===== config.mk =====
export PLATFORM = sky130hd
export DESIGN_NAME = xc_aessub_seq
export DESIGN_NICKNAME = d
export VERILOG_FILES = /design/src/rtl/xc_aessub_seq.sv
export SDC_FILE = /design/constraint.sdc
export NUM_CORES = 1
export LEC_CHECK = 0
export ABC_AREA = 1
export CAP_MARGIN = 40
export CELL_PAD_IN_SITES_DETAIL_PLACEMENT = 1
export CELL_PAD_IN_SITES_GLOBAL_PLACEMENT = 1
export CORE_MARGIN = 2
export CORE_UTILIZATION = 35
export CTS_BUF_LIST = sky130_fd_sc_hd__clkbuf_8
export CTS_CLUSTER_SIZE = 10
export DETAILED_ROUTE_END_ITERATION = 10
export GPL_TIMING_DRIVEN = 0
export PLACE_DENSITY = 0.84
export SETUP_SLACK_MARGIN = 0.5
export SLEW_MARGIN = 25
export SYNTH_ARGS = -nofsm -noshare
export SYNTH_HDL_FRONTEND = slang
export SYNTH_SLANG_ARGS = --single-unit

===== constraint.sdc =====
create_clock -name g_clk -period 3.78 [get_ports g_clk]
set_input_delay 0.567 -clock g_clk [delete_from_list [all_inputs] [get_ports g_clk]]
set_output_delay 0.567 -clock g_clk [all_outputs]
set_load 0.02 [all_outputs]

===== src/rtl/xc_aessub_seq.sv =====
// Byte-serial AES SubWord unit. One shared S-box lookup (forward or inverse) handles
// four bytes over four BUSY cycles. The result is optionally rotated left by 8 bits.
module xc_aessub_seq (
   input  logic        g_clk,
   input  logic        g_resetn,
   input  logic        valid,
   input  logic        flush,
   input  logic [31:0] rs1,
   input  logic [31:0] rs2,
   input  logic        enc,
   input  logic        rot,
   output logic        ready,
   output logic [31:0] result
);

   // Tables are written in natural order, so entry 0 is the most significant byte.
   localparam logic [2047:0] SBOX_FWD = {
      128'h637c777bf26b6fc53001672bfed7ab76, 128'hca82c97dfa5947f0add4a2af9ca472c0,
      128'hb7fd9326363ff7cc34a5e5f171d83115, 128'h04c723c31896059a071280e2eb27b275,
      128'h09832c1a1b6e5aa0523bd6b329e32f84, 128'h53d100ed20fcb15b6acbbe394a4c58cf,
      128'hd0efaafb434d338545f9027f503c9fa8, 128'h51a3408f929d38f5bcb6da2110fff3d2,
      128'hcd0c13ec5f974417c4a77e3d645d1973, 128'h60814fdc222a908846eeb814de5e0bdb,
      128'he0323a0a4906245cc2d3ac629195e479, 128'he7c8376d8dd54ea96c56f4ea657aae08,
      128'hba78252e1ca6b4c6e8dd741f4bbd8b8a, 128'h703eb5664803f60e613557b986c11d9e,
      128'he1f8981169d98e949b1e87e9ce5528df, 128'h8ca1890dbfe6426841992d0fb054bb16};

   localparam logic [2047:0] SBOX_INV = {
      128'h52096ad53036a538bf40a39e81f3d7fb, 128'h7ce339829b2fff87348e4344c4dee9cb,
      128'h547b9432a6c2233dee4c950b42fac34e, 128'h082ea16628d924b2765ba2496d8bd125,
      128'h72f8f66486689816d4a45ccc5d65b692, 128'h6c704850fdedb9da5e154657a78d9d84,
      128'h90d8ab008cbcd30af7e45805b8b34506, 128'hd02c1e8fca3f0f02c1afbd0301138a6b,
      128'h3a9111414f67dcea97f2cfcef0b4e673, 128'h96ac7422e7ad3585e2f937e81c75df6e,
      128'h47f11a711d29c5896fb7620eaa18be1b, 128'hfc563e4bc6d279209adbc0fe78cd5af4,
      128'h1fdda8338807c731b11210592780ec5f, 128'h60517fa919b54a0d2de57a9f93c99cef,
      128'ha0e03b4dae2af5b0c8ebbb3c83539961, 128'h172b047eba77d626e169146355210c7d};

   typedef enum logic [1:0] {
      IDLE = 2'd0,
      BUSY = 2'd1,
      DONE = 2'd2
   } state_t;

   state_t      r_state;
   state_t      w_nextState;
   logic [1:0]  r_cnt;
   logic [31:0] r_bytes;
   logic        r_enc;
   logic        r_rot;
   logic [31:0] r_result;
   logic        w_accept;
   logic [7:0]  w_byteIn;
   logic [7:0]  w_sboxFwd;
   logic [7:0]  w_sboxInv;
   logic [7:0]  w_sbox;
   logic [31:0] w_merged;
   logic [31:0] w_final;
   logic        w_unused;

   // Only the interleaved byte lanes of rs1/rs2 feed the lookup.
   assign w_unused  = ^{rs1[31:24], rs1[15:8], rs2[23:16], rs2[7:0]};

   assign w_accept  = (r_state == IDLE) && valid && !flush;
   assign w_byteIn  = r_bytes[{r_cnt, 3'b000} +: 8];
   assign w_sboxFwd = SBOX_FWD[{~w_byteIn, 3'b000} +: 8];
   assign w_sboxInv = SBOX_INV[{~w_byteIn, 3'b000} +: 8];
   assign w_sbox    = r_enc ? w_sboxFwd : w_sboxInv;
   assign result    = r_result;

   always_comb begin
      w_merged = r_result;
      w_merged[{r_cnt, 3'b000} +: 8] = w_sbox;
      w_final = w_merged;
      if ((r_cnt == 2'd3) && r_rot) begin
         w_final = {w_merged[23:0], w_merged[31:24]};
      end
   end

   always_comb begin
      w_nextState = r_state;
      ready       = 1'b0;
      case (r_state)
         IDLE: if (w_accept) w_nextState = BUSY;
         BUSY: if (r_cnt == 2'd3) w_nextState = DONE;
         DONE: begin
            ready       = 1'b1;
            w_nextState = IDLE;
         end
         default: w_nextState = IDLE;
      endcase
      if (flush) begin
         w_nextState = IDLE;
      end
   end

   always_ff @(posedge g_clk or negedge g_resetn) begin
      if (!g_resetn) begin
         r_state  <= IDLE;
         r_cnt    <= 2'd0;
         r_bytes  <= 32'h0;
         r_enc    <= 1'b0;
         r_rot    <= 1'b0;
         r_result <= 32'h0;
      end else begin
         r_state <= w_nextState;
         if (w_accept) begin
            r_bytes <= {rs2[31:24], rs1[23:16], rs2[15:8], rs1[7:0]};
            r_enc   <= enc;
            r_rot   <= rot;
            r_cnt   <= 2'd0;
         end else if ((r_state == BUSY) && !flush) begin
            r_result <= w_final;
            r_cnt    <= r_cnt + 2'd1;
         end
      end
   end

endmodule

==> summary.md <==
| Metric | Value |
|---|---|
| Status | `complete, no violations` |
| Kind of critical path | `reg2reg` |
| CP endpoint kind | `register` |
| Met3 track demand over resource | `31.44%` |
| YS warnings | `0` |
| Final WL | `between 80000 and 90000 um` |
| Most frequent cell after synthesis | `nand2_1` |
| Largest cells by area after synthesis | `nand3_1 (27%), nand2_1 (25%), dfrtp_1 (18%), ha_1 (4.6%), inv_1 (3.5%)` |
| Post-synthesis sequential area ratio | `18.02%` |
| Mux cell area share after synthesis | `0%` |
| CTS clk-pin slew, worst paths | `0.09 ns` |
| Routed length per instance | `roughly 36 um` |
| Hpwl dp | `~56000 um` |
| CP Launch Type | `register` |
| Final hold vios | `0` |
| Post-Synth Adder-Cell Area | `5.250%` |
| Worst hold path class | `in2async` |
| Initial antenna violation count | `11` |
| Slew Limit Fails | `0` |
| Fin nets | `~2000` |
| Post-Syn Instances | `roughly 1700` |
| Largest family of logic cells by synthesized area | `simple AND/OR/NAND/NOR gates` |
| Starting Density | `35.29%` |
| Total congestion overflow | `0` |
| Setup tns final | `0 ns` |
| WP data arrival | `3.84 ns` |
| Placed inst area | `0.01101 sq mm` |
| Antenna Nets Post-Route | `0` |
| XOR/XNOR Fraction of Synth Area | `0%` |
| Area growth syn-to-layout | `34.35%` |
| Htree depth | `3` |
| Largest net degree at the start of global routing | `54` |
| Post-CTS Hold Buffers | `0` |
| Max Cap Viol | `0` |
| Vias in the first global route | `15240` |
| I/O pins | `103` |
| Commonest cells post-synth | `nand2_1 (659), nand3_1 (522), inv_1 (91)` |
| Sink Count | `70` |
| Grt peak-use layer | `met2` |
| Asr flop ratio synth | `100.0%` |
| Pre-antenna DRT Iters | `8` |
| Post-synthesis simple-gate area fraction | `59.04%` |
| Total clock buffers created by CTS | `9` |
| First-pass GRT wire length | `113000 um` |
| Via-to-Cell Ratio | `6.978` |
| Biggest area consumer among synthesized cells | `nand3_1` |
| Global placer's final weighted congestion | `1.208` |
| Final setup fails | `0` |
| Netlist cell types | `33` |
| Synth Area per Inst | `5.575 sq um` |
| Met1 global-route usage | `60.71%` |
| Root Driver | `clkbuf_8` |
| PortBufs | `70` |
| Total GRT Usage | `between 50% and 60%` |
| Slew headroom | `between 40% and 50%` |
| Row Count | `61` |
| Initial DRC count | `around 2600` |
| Syn Nets | `1853` |
| Clock Tree Buf Depth | `2` |
| Drt drc | `0` |
| RSZ-0062 raised after global routing | `true` |
| Highest clock rate | `about 0.28 GHz` |
| Die area | `a little under 0.03 sq mm` |
| Vias | `16040` |
| Number of synthesized flops with an enable pin | `0` |
| Die H | `170.7 um` |
| Compound-cell area share of the yosys netlist | `6.601%` |
| Crit-path max FO | `10` |
| Hold slack | `0.05030 ns` |
| Primary FF master, synth | `dfrtp_1` |
| Cell area after synthesis | `0.009723 sq mm` |
| Layout Skew | `0.02016 ns` |
| Final Cell Area | `0.01306 sq mm` |
| WP data required | `4.10 ns` |
| CTS tree | `done` |
| Fin crit period | `3.517 ns` |
| Top-area cell type share of the netlist area | `26.87%` |
| Core area | `0.02755 sq mm` |
| Skew-Pair Late Insertion Delay | `0.39 ns` |
| DIE WIDTH | `170.7 um` |
| Layout cell share with drive strength beyond 1 | `21.03%` |
| Grt met2 use | `between 70% and 80%` |
| Worst slew pin tran | `a little under 0.9 ns` |
| Synthesized flop and latch total | `70` |
| Fin crit share | `a little over 90%` |
## registers in the layout, indices dropped and copies added, names as in the netlist
register	count
result	32
r_bytes	32
r_rot	1
r_state	2
r_enc	1
r_cnt	2
## critical path, stage by stage (launching register included)
cell and delay (ns):
dfrtp_2 0.51, buf_6 0.22, nand3_2 0.14, nand2_4 0.13
buf_12 0.14, ha_2 0.23, inv_1 0.16, nand3_2 0.18
nand3_4 0.19, nand3_4 0.28, nand3_1 0.23, nand3_1 0.16
nand3_2 0.12, nand2_1 0.09, nand2_1 0.07, nand2_2 0.12
nand4_1 0.16, nand3_1 0.18, nand2_1 0.07, nand2_1 0.06
## timing repair
action                     in CTS  in global routing
pin swaps                      11                 32
setup endpoints to repair      32                 32
setup buffers                  35                 36
gates cloned                    2                  1
resized for setup             132                181
## metrics by stage
stage	utilization [%]	setup WS, ns	cells
after floorplan	-	0.7781	1744
after global placement	39.55	-1.317	2192
after detailed placement	39.94	-0.9869	2200
after CTS	43.74	0.4872	2253
after global routing	47.35	0.2773	2293
final	47.41	0.2626	2299
## cell families (layout without fill, tap and decap cells)
| kind of cell | after synthesis | in the layout |
|---|---|---|
| AOI/OAI and AO/OA | 109 | 109 |
| adders and majority gates | 39 | 39 |
| buffers and inverters | 226 | 393 |
| DFF | 70 | 70 |
| other | 0 | 9 |
| and+or+nand+nor | 1300 | 1301 |
## cell type report
| type | count | area (sq um) |
|---|---|---|
| Antenna cell | 9 | 22.52 |
| Clock inverter | 6 | 30.03 |
| Clock buffer | 10 | 137.6 |
| Sequential cell | 70 | 1755 |
| Tap cell | 378 | 473.0 |
| Buffer | 122 | 919.6 |
| Timing Repair Buffer | 151 | 1494 |
| Multi-Input combinational cell | 1449 | 7779 |
| Fill cell | 3716 | 14490 |
| Inverter | 104 | 451.7 |
## cell usage in the layout (no fill, tap or decap), types with 10 or more instances in the layout
cell type / Yosys / final
o21ai_1: 9 / 12
buf_6: 10 / 21
nand2_4: 0 / 17
clkbuf_4: 0 / 10
nand3_4: 1 / 16
buf_12: 0 / 12
o21ai_0: 38 / 34
clkdlybuf4s50_1: 0 / 69
buf_4: 20 / 82
clkbuf_8: 0 / 10
clkbuf_1: 18 / 18
inv_2: 9 / 12
dfrtp_1: 70 / 67
nand3_2: 5 / 45
nand3_1: 522 / 467
nor2_1: 50 / 44
nand2_2: 15 / 51
inv_1: 91 / 74
buf_2: 64 / 38
a21oi_1: 46 / 40
ha_1: 36 / 21
nand2_1: 659 / 602
clkinvlp_4: 0 / 10
nand4_1: 28 / 28
## final timing paths
path / from / end / slack (ns) / depth (start not counted)
setup reg to reg: r_cnt[1] / result[29] / 0.26 / 19
hold / removal: g_resetn / result[28] / 0.05 / 1
setup / recovery: r_cnt[1] / result[29] / 0.26 / 19
hold reg to reg: r_bytes[5] / r_bytes[5] / 0.48 / 2
min in group g_clk: r_bytes[5] / r_bytes[5] / 0.48 / 2
max in group asynchronous: g_resetn / r_bytes[12] / 3.12 / 2
## metal layers
| metal | vias up | routed length (um) |
|---|---|---|
| met2 | 1592 | 32260 |
| met4 | 10 | 9157 |
| li1 | 6134 | - |
| met5 | - | 188 |
| met3 | 662 | 13160 |
| met1 | 7644 | 27950 |
Power is not shown: default switching activity piles up to over one toggle a cycle in this logic, so the estimate is an artifact.
